<file path="config.mk">
export PLATFORM = sky130hd
export DESIGN_NAME = pc_unit_ras
export DESIGN_NICKNAME = d
export VERILOG_FILES = /design/src/rtl/pc_unit_ras.sv
export SDC_FILE = /design/constraint.sdc
export NUM_CORES = 1
export LEC_CHECK = 0
export BUFFER_PORTS_ARGS = -buffer_cell sky130_fd_sc_hd__buf_2
export CAP_MARGIN = 20
export CORE_MARGIN = 3
export CORE_UTILIZATION = 38
export CTS_CLUSTER_SIZE = 14
export DETAILED_ROUTE_END_ITERATION = 12
export PLACE_DENSITY_LB_ADDON = 0.1
export SLEW_MARGIN = 20
export SYNTH_ARGS = -nofsm -noshare
export SYNTH_HDL_FRONTEND = slang
export SYNTH_SLANG_ARGS = --single-unit
export TNS_END_PERCENT = 30
</file>
<file path="constraint.sdc">
create_clock -name clock -period 5.8 [get_ports clock]
set_input_delay 0.58 -clock clock [delete_from_list [all_inputs] [get_ports clock]]
set_output_delay 0.58 -clock clock [all_outputs]
set_load 0.05 [all_outputs]
</file>
<file path="src/rtl/pc_unit_ras.sv">
// Program-counter unit with a circular return-address stack.
// Each cycle picks the next fetch address from seq, branch, jump, call or return.
module pc_unit_ras #(
    parameter int                ADDR_W      = 16,
    parameter int                RAS_DEPTH   = 4,
    parameter logic [ADDR_W-1:0] RESET_VEC   = '0,
    parameter int                INSTR_BYTES = 2
) (
    input  logic              clock,
    input  logic              reset,
    input  logic              stall,
    input  logic              flag_branch,
    input  logic              aluZero,
    input  logic [ADDR_W-1:0] branch_off,
    input  logic              flag_jump,
    input  logic              flag_call,
    input  logic              flag_ret,
    input  logic [ADDR_W-1:0] jump_target,
    output logic [ADDR_W-1:0] pc,
    output logic              ras_empty,
    output logic              ras_full,
    output logic              ras_overflow,
    output logic              ras_underflow,
    output logic              misalign
);

    localparam int                PTR_W     = $clog2(RAS_DEPTH);
    localparam logic [ADDR_W-1:0] INC       = ADDR_W'(INSTR_BYTES);
    localparam logic [ADDR_W-1:0] LOW_MASK  = ADDR_W'(INSTR_BYTES - 1);
    localparam logic [PTR_W:0]    DEPTH_CNT = (PTR_W + 1)'(RAS_DEPTH);

    logic [ADDR_W-1:0] pc_reg, pc_next;
    logic [PTR_W-1:0]  top_reg, top_next;
    logic [PTR_W:0]    count_reg, count_next;
    logic              overflow_reg, overflow_next;
    logic              underflow_reg, underflow_next;
    logic              misalign_reg, misalign_next;

    logic [ADDR_W-1:0] ras_mem [RAS_DEPTH];

    logic [ADDR_W-1:0] seq;
    logic [ADDR_W-1:0] target;
    logic              use_target;
    logic              push;
    logic              is_empty;
    logic              is_full;

    assign seq      = pc_reg + INC;
    assign is_empty = (count_reg == '0);
    assign is_full  = (count_reg == DEPTH_CNT);

    always_comb begin
        pc_next        = pc_reg;
        top_next       = top_reg;
        count_next     = count_reg;
        overflow_next  = overflow_reg;
        underflow_next = 1'b0;
        misalign_next  = 1'b0;
        target         = seq;
        use_target     = 1'b0;
        push           = 1'b0;

        if (!stall) begin
            pc_next = seq;
            if (flag_ret) begin
                if (is_empty) begin
                    underflow_next = 1'b1;
                end else begin
                    target     = ras_mem[top_reg - 1'b1];
                    use_target = 1'b1;
                    top_next   = top_reg - 1'b1;
                    count_next = count_reg - 1'b1;
                end
            end else if (flag_call) begin
                target     = jump_target;
                use_target = 1'b1;
                push       = 1'b1;
                top_next   = top_reg + 1'b1;
                // When full the write lands on the oldest slot, so depth stays saturated.
                if (is_full) begin
                    overflow_next = 1'b1;
                end else begin
                    count_next = count_reg + 1'b1;
                end
            end else if (flag_jump) begin
                target     = jump_target;
                use_target = 1'b1;
            end else if (flag_branch && aluZero) begin
                target     = seq + branch_off;
                use_target = 1'b1;
            end

            if (use_target) begin
                pc_next       = target & ~LOW_MASK;
                misalign_next = |(target & LOW_MASK);
            end
        end
    end

    always_ff @(posedge clock) begin
        if (reset) begin
            pc_reg        <= RESET_VEC;
            top_reg       <= '0;
            count_reg     <= '0;
            overflow_reg  <= 1'b0;
            underflow_reg <= 1'b0;
            misalign_reg  <= 1'b0;
        end else begin
            pc_reg        <= pc_next;
            top_reg       <= top_next;
            count_reg     <= count_next;
            overflow_reg  <= overflow_next;
            underflow_reg <= underflow_next;
            misalign_reg  <= misalign_next;
        end
    end

    // Stack contents need no reset; count and pointer define validity.
    always_ff @(posedge clock) begin
        if (push && !reset) begin
            ras_mem[top_reg] <= seq;
        end
    end

    assign pc            = pc_reg;
    assign ras_empty     = is_empty;
    assign ras_full      = is_full;
    assign ras_overflow  = overflow_reg;
    assign ras_underflow = underflow_reg;
    assign misalign      = misalign_reg;

endmodule

</file>
Yosys cells after proc, flatten, opt, wreduce, memory -nomap -nowiden:

Memories as Yosys holds them, arrays and structs flattened.
Cells that the tools add are included.

* bits in registers: 24
* latch bits: 0
* bits in writable memories: 64
* bits in read-only memories: 0
* logic and storage cells: 54
* output and inout port bits: 21
* bits of input ports: 40
* memories kept: 1

Memories
* ras_mem: words 4, width 16, rd ports 1, clocked after memory_dff 0, wr ports 1, RTL line 39 `logic [ADDR_W-1:0] ras_mem [RAS_DEPTH];`

* shifts and indexed selects: 0
* div/mod/pow operators: 0
* mux-type cells: 25
* bitwise gates (word level): 3
* $mul: 0
* reduce and logical (&&, ||, !) cells: 10
* order comparisons: 0
* equality and inequality tests: 3
* $add $sub $neg: 6

Operators by type and width (count)
* 16-bit two-way mux: 6
* 16-bit adder: 1
* 16-bit by 2-bit adder with 16-bit output, second input constant: 1
* 1-bit two-way mux: 12
* 3-bit two-way mux: 4
* 4-bit AND reduction: 2
* 2-bit two-way mux: 3
* 3-bit OR reduction: 2
* 2-bit inequality test, second input constant: 2
* 3-bit by 1-bit adder with 3-bit output, second input constant: 1
* 3-bit equality test, second input constant: 1
* 3-bit zero test: 1
* 1-bit NOT: 3
* 3-bit AND reduction: 1
* 3-bit by 1-bit subtractor with 3-bit output, second input constant: 1
* 2-bit by 1-bit adder with 2-bit output, second input constant: 1
* 1-bit logical AND: 2
* 2-bit nonzero test: 1
* 2-bit by 1-bit subtractor with 2-bit output, second input constant: 1
* 1-bit zero test: 1

Depth between registers and ports, before layout:

* word-level depth: 8
* depth in mapped cells: 12
* gate-level depth less buffers: 12

Worst setup path before layout:

Ideal clock, no wire load.

* path kind: register to register
* from: register pc_reg[1] (netlist: pc[1])
* to: register pc_reg[6] (netlist: pc[6])
* slack: 2.590 ns
* cell stages (with the launch flop): 11
* data required time: 5.730 ns
* arrival: 3.139 ns
* library setup time: 0.070 ns
* period minus slack after synthesis: 3.210 ns
* buffers on the path: 0
* cells stage by stage: dfxtp_1 ha_1 nand3_1 xnor2_1 ha_1 and3_1 a221oi_1 xnor2_1 a221oi_1 or4_1 a21oi_1

* word-level cells in the longest chain between the ends: 7
* elaborated cells on any way between the ends: 8
* those cells by class: 2 x add/sub; 6 x mux

RTL lines
* from (decl): RTL line 32 `logic [ADDR_W-1:0] pc_reg, pc_next;`
* from (signal assigned): RTL line 109 `pc_reg <= pc_next;`
* 16-bit by 2-bit adder with 16-bit output: RTL line 48 `assign seq = pc_reg + INC;`
* via seq[5]: RTL line 41 `logic [ADDR_W-1:0] seq;`
* 16-bit adder: RTL line 89 `target = seq + branch_off;`
* 16-bit two-way mux: RTL line 88 `end else if (flag_branch && aluZero) begin`
* 16-bit two-way mux: RTL line 85 `end else if (flag_jump) begin`
* 16-bit two-way mux: RTL line 74 `end else if (flag_call) begin`
* 16-bit two-way mux: RTL line 65 `if (flag_ret) begin`
* 16-bit two-way mux: RTL line 93 `if (use_target) begin`

The timed path passes the listed nets, and every way through them passes these cells.
A chain may end at the register's enable or synchronous reset.

Worst setup path after layout:

* from: register pc_reg[1] (netlist: pc[1])
* to: register pc_reg[14] (netlist: pc[14])

Same word-level chain as after synthesis.

==> out/metrics.csv <==
metric,value,unit
status,completed,
synth_seq_cells,83,
seqCellArea,0.00226,sq mm
clock_path_buffers,2,
synth_cell_type_count,65,
grt_pass1_vias,3380,
largest_reg_flops,60,
grt_overflow,0,
timing.rr.end,pc[14]$_SDFFE_PP0N_,
cts_buffers,9,
switchingPower,0.504,mW
crit_required,6.03,ns
powerDensity,307,mW/mm^2
boundaryPins,61,
first_iter_violations,266,
viasPerCell,5.82,
wl_per_cell,22.2,microns
min_from,ras_overflow$_SDFFE_PP0P_,
h-tree-depth,3,
clock_sinks,83,
netlist_area,0.00465,sq mm
portBuffers,59,
clock-root-buffer,clkbuf_16,
p_clk_share,33.0,%
power_frac_seq,42.2,%
max_freq,296,MHz
yosysWarnings,0,
diodes,0,
row_count,39,
timing.final.crit_period,3.37,ns
nNetsFinal,516,
path_clk_slew,0.06,ns
finalHoldViolCount,0,
globalplace.congestion,0.953,
combPwrFrac,24.9,%
dieArea,0.0136,sq mm
synth_edf_count,60,
path_max_fanout,6,
p_sw_share,30.7,%
worstHoldPathCells,2,
syn_to_final_growth,14.9,%
arrival,3.60,ns
post-dp-hpwl,9270,microns
initial_core_util,39.8,%
fin_crit_sh,58.2,%
intPower,1.14,mW
synth_async_sr_flop_share,0,%
holdBufCountCts,0,
rsz0062_at_grt,no,
syn-num-nets,462,
path_class,flop to flop,
antenna_left,0,
crit-reg2reg-launch,pc[1]$_SDFFE_PP0N_,
relSlewSlack,32.5,%
drc,0,
min_path_type,flop to flop,
fin_util,45.8,%
routed_wirelength,13400,microns
dieWidth,117,microns
num_vias,3495,
synth_top_area_share,38.8,%
multi_input_area,0.00224,sq mm
clock_skew,0.00984,ns
yosysTopAreaCell,edfxtp_1,
ir_drop,0.000131,V
tritoncts,built,
post_cts_resized,0,
p_leak,2.04,nW
grt_antenna_before_repair,0,
grt_pass1_wl,20300,microns
crit_path_start_kind,flop,
r2r_slack,2.43,ns
postSynthCellCount,399,
setup_tns,0,ns
grt_usage,20.7,%
n_fill_cell,1120,
grt_start_max_net_pins,31,
startpoint,pc[1]$_SDFFE_PP0N_,
worst_pin_slew,1.01,ns
cp-end-kind,flop,
whs_endpoint,ras_overflow$_SDFFE_PP0P_,
coreArea,0.0117,sq mm
synth.yosys.seq_area_share,48.7,%
reg2reg_depth,10,
avgSynthCellArea,11.6,sq um
synth_ff_type,edfxtp_1,
synth_area_leaders,"edfxtp_1 39%, dfxtp_1 9.9%, mux4_2 7.3%",
dr.pass1.iters,5,
die_height,117,microns
postCtsSetupBuffers,0,
clock_latency,0.34,ns
max_cap_viol_count,0,
layout-drive-gt1-share,21.8,%
setup_violations,0,
slew_viol_final,0,
## Yosys cell counts (3+ instances only)
library cell	number
ha_1	22
a22oi_1	7
buf_4	3
a21oi_1	27
nand2_1	22
o21ai_1	4
nor2_1	29
nor3b_1	3
xor2_1	8
inv_1	14
a221oi_1	9
xnor2_1	21
o221ai_1	5
a211oi_1	7
nand4_1	6
nor2b_1	5
dfxtp_1	23
a21o_1	6
nand3_1	10
buf_2	4
edfxtp_1	60
a31oi_1	4
mux4_2	15
nor3_1	10
o21ai_0	14
clkbuf_1	9
mux2i_1	3
and3_1	6
## how the worst max path moves through the flow
stage,end,slack (ns),cells after the start
after floorplan,pc[6]$_SDFFE_PP0N_,2.59,10
after global placement,pc[14]$_SDFFE_PP0N_,2.51,10
after detailed placement,pc[15]$_SDFFE_PP0N_,2.48,10
after CTS,pc[15]$_SDFFE_PP0N_,2.45,10
after global routing,pc[15]$_SDFFE_PP0N_,2.14,10
final,pc[14]$_SDFFE_PP0N_,2.43,10
## cell type report
type | count | share of cell area, %
inverters | 14 | 0.984
repair buffers | 62 | 5.95
clock buffers | 14 | 5.13
clock inverters | 2 | 0.187
multi-input cells | 283 | 42.0
well taps | 143 | 3.35
flip-flops and latches | 83 | 42.4
## power by group through the flow
stage,clock [mW],sequential [mW],combinational (mW)
2_1_floorplan,0,0.739,0.258
3_3_place_gp,0,0.703,0.404
3_5_place_dp,0,0.704,0.406
4_1_cts,0.554,0.691,0.409
5_1_grt,0.580,0.695,0.444
6_report,0.541,0.692,0.408
## stage by stage
| step | cell area (sq um) | instances | power [mW] | setup slack, ns | hold slack, ns |
|---|---|---|---|---|---|
| after global routing | 5340 | 601 | 1.72 | 2.14 | 0.496 |
| after CTS | 5340 | 601 | 1.65 | 2.45 | 0.471 |
| after floorplan | 4650 | 399 | 0.997 | 2.59 | 0.506 |
| after global placement | 5050 | 585 | 1.11 | 2.51 | 0.455 |
| final | 5340 | 601 | 1.64 | 2.43 | 0.464 |
| after detailed placement | 5050 | 585 | 1.11 | 2.48 | 0.460 |
## cell families (layout without fill, tap and decap cells)
group           Yosys count  count (layout)  share of synthesized area (%)
simple gates            104             104                           12.3
xor+xnor                 30              30                           5.82
mux                      18              18                           7.92
compound gates          107             107                           15.8
buf+inv                  33              92                           3.04
other cells               1               1                         0.0807
fa+ha+maj                23              23                           6.35
flops                    83              83                           48.7
## cell usage in the layout, fill, tap and decap left out, drive strengths merged, types with 2 or more instances in the layout
cell type  count
ha            22
dfxtp         23
o21ba          2
o2111ai        2
or2            2
a22oi          7
nor2          29
buf           62
nor3b          3
a211oi         7
xnor2         21
nand2         22
and3           6
mux2i          3
o21ai         19
a21oi         28
nor4           2
nand3         10
clkbuf        14
o211ai         2
xor2           9
clkinv         2
nor3          10
nand4          8
a21o           6
a221o          2
edfxtp        60
mux4          15
a221oi         9
a31oi          4
inv           14
nor2b          5
o221ai         5
## critical path: stages, from the launching register on
cell and delay, ns:
dfxtp_1 0.42, ha_1 0.31, nand3_1 0.12, xnor2_1 0.48
ha_1 0.40, and3_1 0.19, a221oi_1 0.40, o221ai_1 0.33
o2111ai_1 0.36, a2111o_1 0.19, nand3_1 0.05
## metal layers
layer  vias up  routed length, microns  track usage, %
met5         -                       0               0
met4         0                     225            7.42
met3        18                     596            3.26
met2        94                    6210            32.0
met1      1731                    6330            29.5
li1       1652                       -               -
Note: power is estimated with default switching activity, not from simulation.
